### src/rtl/uart_pkg.sv
// Shared UART definitions: frame FSM states and line levels, common to uart_tx and uart_rx.
package uart_pkg;

    typedef enum logic [2:0] {
        IDLE,
        START,
        DATA,
        PARITY,
        STOP
    } uart_state_e;

    localparam logic IDLE_LEVEL  = 1'b1;
    localparam logic START_LEVEL = 1'b0;
    localparam logic STOP_LEVEL  = 1'b1;

endpackage

### src/rtl/uart_baud_gen.sv
// Bit-period divider: counts 0..BAUD_DIV-1 while enabled and flags the last cycle of each period.
// The tick is registered in lockstep with the counter, so it is high exactly when the count is BAUD_DIV-1.
module uart_baud_gen #(
    parameter int BAUD_DIV = 16
) (
    input  logic clk,
    input  logic rst_n,
    input  logic clear_i,
    input  logic enable_i,
    output logic tick_o
);

    localparam int CW = (BAUD_DIV > 1) ? $clog2(BAUD_DIV) : 1;
    localparam logic [CW-1:0] LAST = CW'(BAUD_DIV - 1);

    logic [CW-1:0] cnt_q, cnt_d;
    logic          tick_q;

    // NOTE: every always_comb output gets a default first so no path can infer a latch.
    always_comb begin
        cnt_d = cnt_q;
        if (clear_i) begin
            cnt_d = '0;
        end else if (enable_i) begin
            cnt_d = (cnt_q == LAST) ? '0 : cnt_q + 1'b1;
        end
    end

    // NOTE: sequential state uses non-blocking assignments only, so every register samples pre-edge values.
    always_ff @(posedge clk or negedge rst_n) begin
        if (!rst_n) begin
            cnt_q  <= '0;
            tick_q <= 1'b0;
        end else begin
            cnt_q  <= cnt_d;
            tick_q <= (cnt_d == LAST);
        end
    end

    assign tick_o = tick_q;

endmodule

### src/rtl/uart_tx.sv
// UART transmitter: valid/ready byte input, LSB-first serial frame with start, data, optional parity, stop.
// Define UART_TX_PARITY_EN for an 11-bit frame with parity; otherwise 8N1 and p_sel is ignored.
module uart_tx
    import uart_pkg::*;
#(
    parameter int BAUD_DIV = 16,
    parameter int DATA_W   = 8
) (
    input  logic              clk,
    input  logic              reset,
    input  logic              tx_valid,
    input  logic [DATA_W-1:0] tx_data,
    input  logic              p_sel,
    output logic              tx_ready,
    output logic              tx,
    output logic              tx_busy,
    output logic              baud_tick
);

    localparam int BW = (DATA_W > 1) ? $clog2(DATA_W) : 1;
    localparam logic [BW-1:0] LAST_BIT = BW'(DATA_W - 1);

    uart_state_e       state_q;
    logic [DATA_W-1:0] shreg_q;
    logic [BW-1:0]     bit_cnt_q;
    logic              tx_q;
    logic              ready_q;
    logic              busy_q;
    logic              accept;
    logic              tick;

    assign accept = tx_valid && ready_q;

    uart_baud_gen #(
        .BAUD_DIV(BAUD_DIV)
    ) u_baud_gen (
        .clk     (clk),
        .rst_n   (reset),
        .clear_i (accept),
        .enable_i(state_q != IDLE),
        .tick_o  (tick)
    );

`ifdef UART_TX_PARITY_EN
    logic par_q;

    // Parity is fixed at accept time because the data bits are shifted away during the frame.
    always_ff @(posedge clk or negedge reset) begin
        if (!reset) begin
            par_q <= 1'b0;
        end else if (accept) begin
            par_q <= (^tx_data) ^ p_sel;
        end
    end
`else
    logic unused_p_sel;
    assign unused_p_sel = p_sel;
`endif

    // NOTE: the shift register is reset too; it is a handful of flops, and a known value keeps the line clean.
    always_ff @(posedge clk or negedge reset) begin
        if (!reset) begin
            state_q   <= IDLE;
            shreg_q   <= '0;
            bit_cnt_q <= '0;
            tx_q      <= IDLE_LEVEL;
            ready_q   <= 1'b1;
            busy_q    <= 1'b0;
        end else begin
            case (state_q)
                IDLE: begin
                    if (accept) begin
                        state_q   <= START;
                        shreg_q   <= tx_data;
                        bit_cnt_q <= '0;
                        tx_q      <= START_LEVEL;
                        ready_q   <= 1'b0;
                        busy_q    <= 1'b1;
                    end
                end
                START: begin
                    if (tick) begin
                        state_q <= DATA;
                        tx_q    <= shreg_q[0];
                    end
                end
                DATA: begin
                    if (tick) begin
                        shreg_q   <= shreg_q >> 1;
                        bit_cnt_q <= bit_cnt_q + 1'b1;
                        if (bit_cnt_q == LAST_BIT) begin
`ifdef UART_TX_PARITY_EN
                            state_q <= PARITY;
                            tx_q    <= par_q;
`else
                            state_q <= STOP;
                            tx_q    <= STOP_LEVEL;
`endif
                        end else begin
                            tx_q <= shreg_q[1];
                        end
                    end
                end
                PARITY: begin
                    if (tick) begin
                        state_q <= STOP;
                        tx_q    <= STOP_LEVEL;
                    end
                end
                STOP: begin
                    if (tick) begin
                        state_q <= IDLE;
                        ready_q <= 1'b1;
                        busy_q  <= 1'b0;
                    end
                end
                default: begin
                    state_q <= IDLE;
                    tx_q    <= IDLE_LEVEL;
                    ready_q <= 1'b1;
                    busy_q  <= 1'b0;
                end
            endcase
        end
    end

    assign tx        = tx_q;
    assign tx_ready  = ready_q;
    assign tx_busy   = busy_q;
    assign baud_tick = tick;

endmodule

### config.mk
export PLATFORM = sky130hd
export DESIGN_NAME = uart_tx
export DESIGN_NICKNAME = d
export VERILOG_FILES = /design/src/rtl/uart_pkg.sv /design/src/rtl/uart_baud_gen.sv /design/src/rtl/uart_tx.sv
export SDC_FILE = /design/constraint.sdc
export NUM_CORES = 1
export LEC_CHECK = 0
export ABC_AREA = 1
export CORE_MARGIN = 2
export CORE_UTILIZATION = 25
export CTS_BUF_LIST = sky130_fd_sc_hd__clkbuf_8
export DETAILED_ROUTE_END_ITERATION = 7
export HOLD_SLACK_MARGIN = 0.06
export PLACE_DENSITY = 0.52
export SETUP_SLACK_MARGIN = 0.05
export SYNTH_ARGS = -nofsm -noshare
export SYNTH_HDL_FRONTEND = slang
export SYNTH_HIERARCHICAL = 1
export SYNTH_SLANG_ARGS = --single-unit
### constraint.sdc
create_clock -name clk -period 1.8 [get_ports clk]
set_input_delay 0.36 -clock clk [delete_from_list [all_inputs] [get_ports clk]]
set_output_delay 0.36 -clock clk [all_outputs]
set_load 0.05 [all_outputs]
=== Word-level counts from Yosys, hierarchy flattened ===
Index checks and enable logic that the tools add are counted.

* Output and inout port bits: 4
* Input bits: 12
* Memory bits (writable): 0
* Memories: 0
* Word-level logic and storage cells: 60
* Register bits after elaboration: 22
* Bits in latches: 0
* Memory bits (read-only): 0

* Divide/modulo/power cells: 0
* Reduce and logical (&&, ||, !) cells: 9
* Magnitude comparators: 0
* Bitwise gates (word level): 2
* Multiplexer cells: 26
* Multiply operators: 0
* Add/subtract/negate cells: 2
* Equal/unequal tests: 13
* Shifts and indexed selects: 0

{| class="wikitable"
|+ Operators by type and width
! cell !! number
|-
| $mux W3 || 8
|-
| $mux W8 || 2
|-
| $pmux W8 S2 || 1
|-
| $pmux W3 S5 || 1
|-
| $mux W4 || 3
|-
| $eq A4 B4 Y1 const B || 2
|-
| $ne A2 B1 Y1 const B || 4
|-
| $mux W1 || 7
|-
| $eq A3 B2 Y1 const B || 2
|-
| $eq A3 B3 Y1 const B || 2
|-
| $pmux W1 S3 || 2
|-
| $pmux W3 S2 || 1
|-
| $reduce_and A3 Y1 || 2
|-
| $reduce_and A6 Y1 || 1
|-
| $pmux W1 S5 || 1
|-
| $reduce_and A5 Y1 || 1
|-
| $add A4 B1 Y4 const B || 1
|-
| $ne A2 B2 Y1 const B || 2
|-
| $add A3 B1 Y3 const B || 1
|-
| $eq A3 B1 Y1 const B || 1
|-
| $logic_not A3 Y1 || 1
|-
| $reduce_bool A3 Y1 || 1
|-
| $reduce_or A3 Y1 || 1
|-
| $not A1 Y1 || 2
|-
| 2 further kinds || 2
|}

=== Depth between registers and ports, before layout ===
* Word-level depth: 5
* Depth in mapped cells: 9
* Mapped depth without buffers: 8

=== Modules after synthesis ===
Netlist, hierarchy kept.

{| class="wikitable"
|+ By module, submodules not included
! module !! area an instance (µm²) !! instances !! seq. area each (µm²) !! cells an instance
|-
| uart_tx || 944.7 || 1 || 427.9 || 124
|-
| uart_baud_gen || 266.5 || 1 || 125.1 || 37
|}

=== Worst setup path before layout ===
OpenSTA, ideal clock, no wires.

* Path kind: reg2reg
* From: register u_baud_gen.tick_q (netlist: u_baud_gen/tick_o)
* To: register state_q[1]
* Clock period less this slack: 1.487 ns
* Slack: 0.313 ns
* Data arrival time: 1.370 ns
* Setup time: 0.117 ns
* Buffers on the path: 0
* Data required time: 1.683 ns
* Cell stages (with the launch flop): 8
* Path through: dfrtp_1 -> inv_1 -> nand3_1 -> nand2_1 -> nor2_1 -> nand2_1 -> nand2_1 -> nand2_1

* Longest elaborated chain between the ends: 2
* Elaborated cells between the ends (all ways): 5
* Classes of those cells: eq/ne: 4; reduce/logical: 1

{| class="wikitable"
|+ RTL lines
! what !! RTL line !! source
|-
| start: declaration || uart_baud_gen.sv:17 || <nowiki>logic tick_q;</nowiki>
|-
| start signal: assignment || uart_baud_gen.sv:36 || <nowiki>tick_q <= (cnt_d == LAST);</nowiki>
|-
| $ne A2 B1 Y1 (no line) || -- ||
|-
| $reduce_and A6 Y1 (no line) (*) || -- ||
|-
| end signal: assignment || uart_tx.sv:63 || <nowiki>state_q <= IDLE;</nowiki>
|-
| end signal: assignment || uart_tx.sv:73 || <nowiki>state_q <= START;</nowiki>
|-
| end signal: assignment || uart_tx.sv:83 || <nowiki>state_q <= DATA;</nowiki>
|-
| end: declaration || uart_tx.sv:23 || <nowiki>uart_state_e state_q;</nowiki>
|}

Every way passes the cells marked *; elsewhere a longest branch is shown, timed or not.
A chain may end at the register's enable or synchronous reset.

=== Worst setup path in the final report ===
* From: register state_q[1]
* To: register u_baud_gen.tick_q (netlist: u_baud_gen/tick_o)

* Longest elaborated chain between the ends: 4

{| class="wikitable"
|+ RTL lines
! what !! RTL line !! source
|-
| $reduce_bool A3 Y1 || uart_tx.sv:40 || <nowiki>.enable_i(state_q != IDLE),</nowiki>
|-
| $mux W4 || uart_baud_gen.sv:24 || <nowiki>end else if (enable_i) begin</nowiki>
|-
| $mux W4 || uart_baud_gen.sv:22 || <nowiki>if (clear_i) begin</nowiki>
|-
| $eq A4 B4 Y1 || uart_baud_gen.sv:36 ||
|}

No other way between the ends.

==> flow_metrics.env <==
export IMPL_netlist_area_um2=1210
export IMPL_most_common_layout_cells="nand2_1 (53), inv_1 (24), dfrtp_1 (20)"
export IMPL_avgSynthCellArea_um2=7.52
export IMPL_p_sw_mw=0.961
export IMPL_powerDensity_nw_per_um2=1520
export IMPL_routed_wl_um=2300
export IMPL_r2r_end="u_baud_gen/tick_o$_DFF_PN0_"
export IMPL_drtIter0Drc=42
export IMPL_postCtsResizedCells=0
export IMPL_grt_remaining_overflow=0
export IMPL_final_common_cell="nand2_1"
export IMPL_io_buffers=14
export IMPL_seq_area_frac_synth=0.457
export IMPL_post_route_drc_count=0
export IMPL_seq_area_um2=553
export IMPL_worst_setup_path_start_kind="flip-flop"
export IMPL_gr_usage_all_layers=0.104
export IMPL_netlist_area_leader_share=0.413
export IMPL_cts_tree="yes"
export IMPL_clkPwrFrac=0.157
export IMPL_clock_fmax_mhz=671
export IMPL_fin_crit_ns=1.49
export IMPL_power_frac_comb=0.477
export IMPL_worst_pin_slew_ns=0.284
export IMPL_layout_drive_gt1_share=0.123
export IMPL_tns_ns=0
export IMPL_drv_cap=0
export IMPL_multi_input_area_um2=524
export IMPL_critical_path_max_fanout=7
export IMPL_fp_coreArea_um2=4690
export IMPL_num_antenna_cells=0
export IMPL_netlist_instances=161
export IMPL_grt_max_degree=23
export IMPL_pwr_share_seq=0.367
export IMPL_cts_max_level=1
export IMPL_rsz0062_at_grt="no"
export IMPL_switching_share=0.427
export IMPL_worstPathArrival_ns=1.69
export IMPL_hold_path_class="in2async"
export IMPL_synth_compound_area_frac=0.0950
export IMPL_crit_type="reg2reg"
export IMPL_nFillCells=528
export IMPL_insertion_delay_ns=0.26
export IMPL_cts_made_buffers=3
export IMPL_synthMuxAreaShare=0
export IMPL_period_share=0.829
export IMPL_fin_worst_skew_ns=0.00271
export IMPL_ys_ff_latch=22
export IMPL_vias=1000
export IMPL_path_clk_slew_ns=0.08
export IMPL_clock_sink_count=22
export IMPL_routedWlPerCell_um=9.86
export IMPL_dpl_hpwl_um=1740
export IMPL_required_ns=2.00
export IMPL_drt_pass1_iterations=4
export IMPL_holdWs_ns=0.450
export IMPL_antenna_left=0
export IMPL_synthAdderAreaFrac=0.0310
export IMPL_initial_core_util=0.258
export IMPL_hold_buffers=0
export IMPL_fp_dieW_um=73.6
export IMPL_synth_simple_area_share=0.307
export IMPL_synth_top_family_by_area="simple AND/OR/NAND/NOR gates"
export IMPL_via_per_inst=4.29
export IMPL_grt_pass1_wl_um=4380
export IMPL_setup_viol=0
export IMPL_ir_worst_vdd_mv=0.850
export IMPL_report_final_slew_viol_count=0
export IMPL_r2r_start="state_q[1]$_DFFE_PN0P_"
export IMPL_syn2layout_area_growth_pct=22.2
export IMPL_synth_fp_nets=176
export IMPL_grt_pass1_vias=958
export IMPL_die_h_um=73.6
export IMPL_hold_viol=0
export IMPL_slew_headroom=0.811
export IMPL_end_kind="flip-flop"
export IMPL_ff2ff_path_depth=7
export IMPL_clockRootBuffer="clkbuf_8"
export IMPL_fp_row_count=25
export IMPL_status="finished clean"
export IMPL_antenna_found_initial=0
export IMPL_cts_setup_buffers=0
export IMPL_nNetsFinal=195
export IMPL_yosys_top_cells_area="dfrtp_1 (41%), nand2_1 (16%), inv_1 (7.4%), nand3_1 (6.6%), o21ai_0 (6.6%)"
export IMPL_synth_area_leader_cell="dfrtp_1"
export IMPL_synth_warnings=6
export IMPL_clk_path_buf_depth=2
export IMPL_dieArea_um2=5420
export IMPL_finalWeightedCongestion=0.832
export IMPL_regToRegSetupSlack_ns=0.31
export IMPL_p_leak_nw=0.782
export IMPL_synth_cell_types=23
export IMPL_synth_xor_area_frac=0
export IMPL_num_io_pins=16
export IMPL_internal_power_mw=1.29
[power by group through the flow]
stage	registers [mW]	logic, mW	clock network (mW)
2_1_floorplan	0.897	0.732	0
6_report	0.825	1.07	0.352
3_5_place_dp	0.834	1.08	0
5_1_grt	0.852	1.25	0.404
3_3_place_gp	0.831	1.08	0
4_1_cts	0.826	1.09	0.371
[synthesized netlist by cell type, drive strengths merged]
cell and number:
nor2 9, o211ai 2, inv 25, ha 3
buf 3, nand3 17, a21oi 3, clkinv 2
dfstp 2, nand2 56, nand4 2, o21ai 17
dfrtp 20
[metrics by stage]
stage	worst slack [ns]	utilization	total power, mW	instances	cell area (µm²)
6_report	0.309	0.315	2.25	233	1480
3_5_place_dp	0.119	0.304	1.91	229	1430
5_1_grt	0.110	0.315	2.50	233	1480
2_1_floorplan	0.313	-	1.63	161	1210
4_1_cts	0.296	0.315	2.28	233	1480
3_3_place_gp	0.118	0.304	1.91	229	1430
[per-layer routing]
layer,share of wire,up-vias,GRT usage
met5,0,-,0
met4,0.0052,0,0.0182
met3,0.035,2,0.0329
met2,0.43,13,0.153
met1,0.53,444,0.151
li1,-,541,-
[worst max-delay path, stage by stage (launching register included)]
cell	delay (ns)
dfrtp_1	0.48
nor2_2	0.27
nand2_1	0.19
nand2_1	0.13
nand3_1	0.10
nor2_1	0.12
nand2_1	0.06
nor2_1	0.08
[cell type report]
type                    instances  share of cell area
clock buffers                   4              0.0372
inverters                      27              0.0693
multi-input cells             109               0.354
flip-flops and latches         22               0.374
well taps                      54              0.0456
repair buffers                 17               0.120
[cells by family (layout without fill, tap and decap cells)]
kind of cell	after synthesis	in the layout
AOI/OAI and AO/OA	22	22
DFF	22	22
and+or+nand+nor	84	84
buffers and inverters	30	48
adders and majority gates	3	3
[sequential cells by signal, summed over array words and instances (netlist names)]
register           flops
bit_cnt_q              3
shreg_q                8
state_q                3
tx                     1
tx_busy                1
tx_ready               1
u_baud_gen/cnt_q       4
u_baud_gen/tick_o      1
[worst max-delay path by stage]
stage / from / end
after floorplan: u_baud_gen/tick_o$_DFF_PN0_ / state_q[1]$_DFFE_PN0P_
after global placement: tx_valid / bit_cnt_q[0]$_DFFE_PN0P_
after detailed placement: tx_valid / bit_cnt_q[0]$_DFFE_PN0P_
after CTS: state_q[1]$_DFFE_PN0P_ / u_baud_gen/tick_o$_DFF_PN0_
after global routing: state_q[2]$_DFFE_PN0P_ / bit_cnt_q[0]$_DFFE_PN0P_
final: state_q[1]$_DFFE_PN0P_ / u_baud_gen/tick_o$_DFF_PN0_
No activity file was read; power rests on OpenSTA's default activity.
